==> config.mk <==
export PLATFORM = sky130hd
export DESIGN_NAME = wb_ddr_arb
export DESIGN_NICKNAME = d
export VERILOG_FILES = /design/src/rtl/wb_ddr_arb_pkg.sv /design/src/rtl/wb_ddr_arb_rr_pick.sv /design/src/rtl/wb_ddr_arb.sv
export SDC_FILE = /design/constraint.sdc
export NUM_CORES = 1
export LEC_CHECK = 0
export ABC_AREA = 1
export CAP_MARGIN = 15
export CORE_AREA = 2 2 140 142
export DETAILED_ROUTE_END_ITERATION = 10
export DIE_AREA = 0 0 142 144
export PLACE_DENSITY = 0.61
export REMOVE_ABC_BUFFERS = 1
export SLEW_MARGIN = 20
export SYNTH_ARGS = -nofsm -noshare
export SYNTH_HDL_FRONTEND = slang
export SYNTH_HIERARCHICAL = 1
export SYNTH_SLANG_ARGS = --single-unit
==> constraint.sdc <==
create_clock -name clk -period 1.7 [get_ports clk]
set_input_delay 0.255 -clock clk [delete_from_list [all_inputs] [get_ports clk]]
set_output_delay 0.255 -clock clk [all_outputs]
set_load 0.005 [all_outputs]
==> src/rtl/wb_ddr_arb_pkg.sv <==
// wb_arb_pkg: shared definitions for the wb_ddr_arb DDR port arbiter.
//   - arb_state_t    : arbiter FSM state encoding (IDLE / GRANT / ERR)
//   - M_LM32I/D, M_DMA: master index constants (bit position in packed buses)
//   - N_MASTERS      : number of arbitrated masters
//   - idx_to_onehot  : master index -> one-hot grant vector
package wb_arb_pkg;

  typedef enum logic [1:0] {
    ST_IDLE  = 2'd0,
    ST_GRANT = 2'd1,
    ST_ERR   = 2'd2
  } arb_state_t;

  localparam int N_MASTERS = 3;

  localparam logic [1:0] M_LM32I = 2'd0;
  localparam logic [1:0] M_LM32D = 2'd1;
  localparam logic [1:0] M_DMA   = 2'd2;

  function automatic logic [N_MASTERS-1:0] idx_to_onehot(input logic [1:0] idx);
    logic [N_MASTERS-1:0] oh;
    case (idx)
      M_LM32I: oh = 3'b001;
      M_LM32D: oh = 3'b010;
      M_DMA:   oh = 3'b100;
      default: oh = 3'b000;
    endcase
    return oh;
  endfunction

endpackage

==> src/rtl/wb_ddr_arb_rr_pick.sv <==
// wb_rr_pick: combinational three-way round-robin picker.
//   req  [2:0] : per-master request vector
//   last [1:0] : index of the most recently granted master
//   win  [1:0] : first requester found searching upward (mod 3) from last+1
//   any        : at least one request present (win is meaningless otherwise)
import wb_arb_pkg::*;

module wb_rr_pick (
  input  logic [N_MASTERS-1:0] req,
  input  logic [1:0]           last,
  output logic [1:0]           win,
  output logic                 any
);

  // Rotating priority search starting just after the previous owner.
  always_comb begin
    any = |req;
    win = M_LM32I;
    case (last)
      M_LM32I: begin
        if (req[1])      win = M_LM32D;
        else if (req[2]) win = M_DMA;
        else             win = M_LM32I;
      end
      M_LM32D: begin
        if (req[2])      win = M_DMA;
        else if (req[0]) win = M_LM32I;
        else             win = M_LM32D;
      end
      default: begin
        // last == M_DMA (and the unused code 3) restart from m0
        if (req[0])      win = M_LM32I;
        else if (req[1]) win = M_LM32D;
        else             win = M_DMA;
      end
    endcase
  end

endmodule

==> src/rtl/wb_ddr_arb.sv <==
// wb_ddr_arb: three-master round-robin Wishbone arbiter in front of the
// single DDR controller port. Grants are held for the whole cyc period so
// bursts are never split; one idle cycle separates consecutive grants.
// A watchdog turns a hung slave cycle into a one-cycle err to the owner.
//   clk, rst          : clock, synchronous active-high reset
//   m_cyc/stb/we_i    : per-master control, packed {m2,m1,m0}
//   m_adr/dat/sel_i   : per-master address, write data, byte selects
//   m_dat_o           : slave read data broadcast to all masters
//   m_ack_o, m_err_o  : per-master acknowledge / watchdog error
//   s_*_o             : muxed slave bus (control forced low when not granted)
//   s_dat_i, s_ack_i  : slave read data / acknowledge
//   gnt_o             : one-hot current owner, 0 when idle
import wb_arb_pkg::*;

module wb_ddr_arb #(
  parameter int tmo_w = 10
) (
  input  logic                    clk,
  input  logic                    rst,
  input  logic [N_MASTERS-1:0]    m_cyc_i,
  input  logic [N_MASTERS-1:0]    m_stb_i,
  input  logic [N_MASTERS-1:0]    m_we_i,
  input  logic [N_MASTERS*32-1:0] m_adr_i,
  input  logic [N_MASTERS*32-1:0] m_dat_i,
  input  logic [N_MASTERS*4-1:0]  m_sel_i,
  output logic [31:0]             m_dat_o,
  output logic [N_MASTERS-1:0]    m_ack_o,
  output logic [N_MASTERS-1:0]    m_err_o,
  output logic                    s_cyc_o,
  output logic                    s_stb_o,
  output logic                    s_we_o,
  output logic [31:0]             s_adr_o,
  output logic [31:0]             s_dat_o,
  output logic [3:0]              s_sel_o,
  input  logic [31:0]             s_dat_i,
  input  logic                    s_ack_i,
  output logic [N_MASTERS-1:0]    gnt_o
);

  localparam logic [tmo_w-1:0] WD_LIM  = {tmo_w{1'b1}};
  localparam logic [tmo_w-1:0] WD_ONE  = {{(tmo_w-1){1'b0}}, 1'b1};
  // The count reaches WD_LIM on the edge that ends the last tolerated cycle,
  // so the trip decision is made while the register still holds WD_LIM-1.
  localparam logic [tmo_w-1:0] WD_TRIP = WD_LIM - WD_ONE;

  arb_state_t             state_r, state_nxt_s;
  logic [1:0]             gidx_r, gidx_nxt_s;
  logic [1:0]             last_r, last_nxt_s;
  logic [N_MASTERS-1:0]   gnt_r, gnt_nxt_s;
  logic [tmo_w-1:0]       wdog_r, wdog_nxt_s;

  logic [1:0]             win_s;
  logic                   any_s;
  logic                   in_grant_s;
  logic                   timeout_s;
  logic                   cyc_g_s, stb_g_s, we_g_s;
  logic [31:0]            adr_g_s, dat_g_s;
  logic [3:0]             sel_g_s;

  wb_rr_pick u_pick (
    .req  (m_cyc_i),
    .last (last_r),
    .win  (win_s),
    .any  (any_s)
  );

  // Select the owning master's bus fields.
  always_comb begin
    cyc_g_s = 1'b0;
    stb_g_s = 1'b0;
    we_g_s  = 1'b0;
    adr_g_s = 32'd0;
    dat_g_s = 32'd0;
    sel_g_s = 4'd0;
    case (gidx_r)
      M_LM32I: begin
        cyc_g_s = m_cyc_i[0];
        stb_g_s = m_stb_i[0];
        we_g_s  = m_we_i[0];
        adr_g_s = m_adr_i[31:0];
        dat_g_s = m_dat_i[31:0];
        sel_g_s = m_sel_i[3:0];
      end
      M_LM32D: begin
        cyc_g_s = m_cyc_i[1];
        stb_g_s = m_stb_i[1];
        we_g_s  = m_we_i[1];
        adr_g_s = m_adr_i[63:32];
        dat_g_s = m_dat_i[63:32];
        sel_g_s = m_sel_i[7:4];
      end
      M_DMA: begin
        cyc_g_s = m_cyc_i[2];
        stb_g_s = m_stb_i[2];
        we_g_s  = m_we_i[2];
        adr_g_s = m_adr_i[95:64];
        dat_g_s = m_dat_i[95:64];
        sel_g_s = m_sel_i[11:8];
      end
      default: begin
        cyc_g_s = 1'b0;
      end
    endcase
  end

  assign in_grant_s = (state_r == ST_GRANT);

  // Everything on the slave side is quiet unless a grant is live.
  assign s_cyc_o = in_grant_s & cyc_g_s;
  assign s_stb_o = in_grant_s & stb_g_s;
  assign s_we_o  = in_grant_s & we_g_s;
  assign s_adr_o = in_grant_s ? adr_g_s : 32'd0;
  assign s_dat_o = in_grant_s ? dat_g_s : 32'd0;
  assign s_sel_o = in_grant_s ? sel_g_s : 4'd0;

  // Ack and read data are pure pass-through: no added latency once granted.
  assign m_dat_o = s_dat_i;
  assign m_ack_o = (in_grant_s && s_ack_i) ? gnt_r : 3'b000;
  assign m_err_o = (state_r == ST_ERR) ? gnt_r : 3'b000;
  assign gnt_o   = gnt_r;

  // A same-cycle ack beats the timeout.
  assign timeout_s = s_stb_o & ~s_ack_i & (wdog_r == WD_TRIP);

  // Arbiter next-state, grant latch and round-robin pointer update.
  always_comb begin
    state_nxt_s = state_r;
    gidx_nxt_s  = gidx_r;
    last_nxt_s  = last_r;
    gnt_nxt_s   = gnt_r;
    case (state_r)
      ST_IDLE: begin
        if (any_s) begin
          state_nxt_s = ST_GRANT;
          gidx_nxt_s  = win_s;
          last_nxt_s  = win_s;
          gnt_nxt_s   = idx_to_onehot(win_s);
        end else begin
          state_nxt_s = ST_IDLE;
          gnt_nxt_s   = 3'b000;
        end
      end
      ST_GRANT: begin
        if (!cyc_g_s) begin
          state_nxt_s = ST_IDLE;
          gnt_nxt_s   = 3'b000;
        end else if (timeout_s) begin
          state_nxt_s = ST_ERR;
        end else begin
          state_nxt_s = ST_GRANT;
        end
      end
      ST_ERR: begin
        // gnt stays on the owner for the err cycle, then drops
        state_nxt_s = ST_IDLE;
        gnt_nxt_s   = 3'b000;
      end
      default: begin
        state_nxt_s = ST_IDLE;
        gnt_nxt_s   = 3'b000;
      end
    endcase
  end

  // Watchdog: count unacknowledged strobe cycles of the current grant.
  always_comb begin
    if (!in_grant_s || (state_nxt_s != ST_GRANT)) begin
      wdog_nxt_s = {tmo_w{1'b0}};
    end else if (s_ack_i || !s_stb_o) begin
      wdog_nxt_s = {tmo_w{1'b0}};
    end else if (wdog_r == WD_LIM) begin
      wdog_nxt_s = wdog_r;
    end else begin
      wdog_nxt_s = wdog_r + WD_ONE;
    end
  end

  // State, grant, pointer and watchdog registers.
  always_ff @(posedge clk) begin
    if (rst) begin
      state_r <= ST_IDLE;
      gidx_r  <= M_LM32I;
      last_r  <= M_DMA;
      gnt_r   <= 3'b000;
      wdog_r  <= {tmo_w{1'b0}};
    end else begin
      state_r <= state_nxt_s;
      gidx_r  <= gidx_nxt_s;
      last_r  <= last_nxt_s;
      gnt_r   <= gnt_nxt_s;
      wdog_r  <= wdog_nxt_s;
    end
  end

endmodule

# ---- Yosys cells after proc, flatten, opt, wreduce, memory -nomap -nowiden
# Index checks and enable logic that the tools add are counted.
# W data, S select, Z words.
dict set report totals {
  register_bits 19
  input_bits 248
  output_inout_bits 112
  wordCells 61
}
dict set report op_classes {
  addsub 1
  eq_ne 11
  muxes 26
  bitwise 6
  reduce_logical 12
}
# operator n
set ops {}
lappend ops {{$pmux W32 S3} 2}
lappend ops {{$mux W32} 2}
lappend ops {{$eq A10 B10 Y1 const B} 2}
lappend ops {{$mux W2} 7}
lappend ops {{$mux W3} 4}
lappend ops {{$pmux W4 S3} 1}
lappend ops {{$add A10 B1 Y10 const B} 1}
lappend ops {{$pmux W1 S3} 3}
lappend ops {{$pmux W3 S3} 1}
lappend ops {{$eq A2 B1 Y1 const B} 4}
lappend ops {{$logic_not A2 Y1} 4}
lappend ops {{$pmux W2 S2} 2}
lappend ops {{$eq A2 B2 Y1 const B} 3}
lappend ops {{$pmux W3 S2} 1}
lappend ops {{$reduce_or A3 Y1} 2}
lappend ops {{$and A1 B1 Y1} 5}
lappend ops {{$mux W4} 1}
lappend ops {{$logic_not A1 Y1} 2}
lappend ops {{$logic_or A1 B1 Y1} 2}
lappend ops {{$mux W1} 2}
lappend ops {{$ne A2 B1 Y1 const B} 1}
lappend ops {{$ne A2 B2 Y1 const B} 1}
lappend ops {{$reduce_and A2 Y1} 1}
lappend ops {{$logic_and A1 B1 Y1} 1}
lappend ops {{$not A1 Y1} 1}

# ---- Longest topological paths before layout
dict set report depth {
  depth_word 11
  ltp_mapped 9
}

# ---- Cells and area by module
# The synthesis kept the hierarchy.
# module instances cells_per_inst area_per_inst_um2 seq_area_each_um2
set modules_own_cells {}
lappend modules_own_cells {wb_ddr_arb 1 625 3010.4 360.3}
lappend modules_own_cells {wb_rr_pick 1 16 66.3 0.0}

# ---- Worst setup path before layout
# OpenSTA, ideal clock, no wires.
dict set report synth_timing {
  kind {register to output}
  start {register gidx_r[0]}
  end {output s_dat_o[24]}
  arrival_ns 1.170
  path_slack_ns 0.275
  stages_incl_launch_ff 8
  path_buffers 2
  path_cell_list {dfxtp_1 nor2_4 buf_2 buf_2 nand2_1 nand3_1 nand2_1 inv_1}
}
dict set report synth_via {
  elab_chain_cells 3
}
# element line
set synth_lines {}
lappend synth_lines {{start: declaration} wb_ddr_arb.sv:47} ;# logic [1:0] gidx_r, gidx_nxt_s;
lappend synth_lines {{start signal: assignment} wb_ddr_arb.sv:188} ;# gidx_r <= gidx_nxt_s;
lappend synth_lines {{$eq A2 B2 Y1 (tied with other cells)} wb_ddr_arb.sv:75} ;# case (gidx_r)
lappend synth_lines {{$pmux W32 S3 *} wb_ddr_arb.sv:75}
lappend synth_lines {{$mux W32 *} wb_ddr_arb.sv:113} ;# assign s_dat_o = in_grant_s ? dat_g_s : 32'd0;
lappend synth_lines {{end: declaration} wb_ddr_arb.sv:33} ;# output logic [31:0] s_dat_o,
# Every way passes the cells marked *; elsewhere a longest branch is shown, timed or not.

# ---- Worst setup path after layout
dict set report layout_timing {
  start {register gidx_r[0]}
  end {output s_dat_o[12]}
}
# Same word-level chain as after synthesis.

==> results.sh <==
export IMPL_final_cells=1213
export IMPL_first_global_vias=4814
export IMPL_p_leak_nw=4.07
export IMPL_die_area_um2=20400
export IMPL_syn_area_um2=3080
export IMPL_p_int_mw=2.39
export IMPL_finalHoldViolations=0
export IMPL_startpoint_type="flop"
export IMPL_multi_input_area_um2=2660
export IMPL_cts_tree="yes"
export IMPL_port_buffers=295
export IMPL_die_w_um=142
export IMPL_num_vias=5225
export IMPL_ff_latch_area_um2=369
export IMPL_core_area_um2=19100
export IMPL_synth_yosys_seq_area_share_pct=11.7
export IMPL_cts_made_buffers=3
export IMPL_swShare_pct=36.5
export IMPL_placed_cells=1142
export IMPL_path_class="reg2out"
export IMPL_post_route_util_pct=40.7
export IMPL_initial_core_util_pct=16.1
export IMPL_hpwlAfterDp_mm=13.2
export IMPL_ir_worst_vdd_mv=0.308
export IMPL_hp_class="reg2reg"
export IMPL_cts_hold_buf=0
export IMPL_synth_flop_cell="dfxtp_1"
export IMPL_viasPerCell=4.31
export IMPL_post_synth_top_area_cell="nand2_1"
export IMPL_setup_viol=70
export IMPL_antenna_found_initial=0
export IMPL_ys_ff_latch=18
export IMPL_finalCritPeriodShare_pct=114
export IMPL_drtIter0Drc=196
export IMPL_drt_total_wl_mm=20.2
export IMPL_antenna_cells=0
export IMPL_track_usage_pct=16.5
export IMPL_synthCells=641
export IMPL_status="finished, violations left"
export IMPL_synth_cell_types=25
export IMPL_synth_common_cells="310 x nand2_1, 94 x inv_1, 83 x nand3_1, 36 x buf_4, 36 x nor2_1"
export IMPL_area_growth_pct=152
export IMPL_worstMarginPinSlew_ns=0.269
export IMPL_die_y_um=144
export IMPL_gp_congestion=0.847
export IMPL_root_buffer="clkbuf_16"
export IMPL_clockBufferDepth=2
export IMPL_period_needed_ns=1.94
export IMPL_remaining_drc_errors=0
export IMPL_grt_max_degree=36
export IMPL_yosysWarnings=6
export IMPL_wl_per_cell_um=16.7
export IMPL_io_pins=360
export IMPL_grt_pass1_wl_mm=26.1
export IMPL_cts_htree_levels=1
export IMPL_grt_overflow=0
export IMPL_synth_top_area_share_pct=37.8
export IMPL_combPwrFrac_pct=73.8
export IMPL_clk_latency_ns=0.25
export IMPL_nFillCells=1947
export IMPL_clkSlewWorstSetupHoldPaths_ns=0.05
export IMPL_rows=51
export IMPL_synth_async_sr_flop_share_pct=0
export IMPL_crit_path_end_kind="output port"
export IMPL_drive_gt1_share_pct=34.6
export IMPL_rsz0062_at_grt="yes"
export IMPL_setup_slack_ns=-0.244
export IMPL_synthMostInstantiatedCell="nand2_1"
export IMPL_powerDensity_nw_per_um2=484
export IMPL_dr_pass1_iters=4
export IMPL_cp_required_ns=1.44
export IMPL_drtAntennaViolNets=0
export IMPL_p_clk_share_pct=14.2
export IMPL_synth_edff_count=0
export IMPL_synthTopCellsByArea="nand2_1 38%, nand3_1 14%, dfxtp_1 12%, inv_1 11%, buf_4 8.8%"
export IMPL_cts_sinks=18
export IMPL_crit_fanout=6
export IMPL_syn_avg_cell_area_um2=4.80
export IMPL_crit_arrival_ns=1.69
export IMPL_maxCapViolations=0
export IMPL_skew_ns=0.00491
export IMPL_p_sw_mw=1.37
export IMPL_final_net_count=1226
export IMPL_fmax_mhz=514
export IMPL_slew_headroom_pct=82.0
export IMPL_violations="setup timing"
export IMPL_seqPwrFrac_pct=12.1
export IMPL_maxSlewViolCount=0
-- cells in the final DEF, fill, tap and decap left out, types with 2 or more instances in the layout --
master / n
xnor2_1: 3
buf_4: 31
clkbuf_16: 7
buf_12: 20
nand3_2: 58
inv_1: 85
nand3_1: 24
dfxtp_4: 2
nor3_1: 3
buf_16: 5
inv_4: 2
dfxtp_1: 15
clkdlybuf4s15_2: 3
nor2_1: 32
nand4_1: 5
nand2_4: 30
nand4_4: 2
a21oi_1: 4
nand2_2: 47
buf_6: 38
buf_8: 6
ha_1: 2
inv_2: 12
clkbuf_2: 9
nor2_4: 4
buf_2: 50
dlymetal6s2s_1: 2
dlygate4sd2_1: 3
a21oi_2: 2
nor2_2: 4
clkdlybuf4s50_1: 219
xor2_1: 2
nand3b_1: 2
nand2_1: 233
-- registers in the layout, summed over array words and instances (netlist names) --
signal   count
last_r       1
gidx_r       2
gnt_o        3
wdog_r      10
state_r      2
-- worst paths after layout --
check / startpoint / to / slack (ns) / cells after the start
setup / recovery: gidx_r[0] / s_dat_o[12] / -0.24 / 12
setup reg to reg: gidx_r[0] / wdog_r[7] / 0.01 / 11
hold reg to reg: gnt_o[2] / gnt_o[2] / 0.49 / 2
hold / removal: gnt_o[2] / gnt_o[2] / 0.49 / 2
-- metal layers --
metal	part of all wire, %	track usage, %
met1	41	19.7
met2	47	28.3
met3	8.8	6.06
met4	2.0	2.95
met5	0.45	4.26
-- power by group through the flow --
stage,clock network [mW],logic [mW],registers [mW]
final,0.532,2.77,0.453
after global routing,0.551,2.97,0.456
after CTS,0.532,2.37,0.454
after detailed placement,0,1.86,0.463
after global placement,0,1.85,0.462
after floorplan,0,0.651,0.465
-- worst max-delay path: stages (launching register included) --
cell     delay, ns
dfxtp_4       0.35
buf_6         0.12
nor2_4        0.11
buf_12        0.14
buf_12        0.12
buf_16        0.11
buf_12        0.11
buf_6         0.10
nand2_2       0.04
nand3_2       0.05
nand2_1       0.05
inv_1         0.04
buf_2         0.11
-- final cells by class --
class,count,area share (%)
inverter,100,5.00
sequential,18,4.76
timing repair buffer,390,51.0
multi-input combinational,463,34.2
tap,238,3.84
clock buffer,4,1.14
-- metrics by stage --
stage | setup TNS (ns) | hold slack (ns) | cell area, µm² | power, mW | worst slack (ns)
5_1_grt | -15.82 | 0.501 | 7760 | 3.98 | -0.316
4_1_cts | -12.86 | 0.488 | 7050 | 3.36 | -0.242
2_1_floorplan | -46.85 | 0.324 | 2700 | 1.12 | -0.755
3_3_place_gp | -12.49 | 0.478 | 6270 | 2.31 | -0.268
6_report | -10.06 | 0.486 | 7760 | 3.76 | -0.244
3_5_place_dp | -13.93 | 0.476 | 6270 | 2.32 | -0.283
-- what timing repair did --
action / CTS / global route
pin swaps: 31 / 35
endpoints found under the setup margin: 86 / 88
buffers inserted: 33 / 21
resized for setup: 350 / 181
cloned: 8 / 9
-- logic make-up after synthesis --
| kind of cell | after synthesis | synth area share, % |
|---|---|---|
| AND/OR/NAND/NOR | 446 | 59.9 |
| adder cells (fa/ha/maj) | 2 | 0.813 |
| AO/OA/AOI/OAI | 9 | 1.55 |
| buffers and inverters | 161 | 24.6 |
| flip-flops | 18 | 11.7 |
| XOR/XNOR | 5 | 1.42 |
No activity file was read; power rests on OpenSTA's default activity.
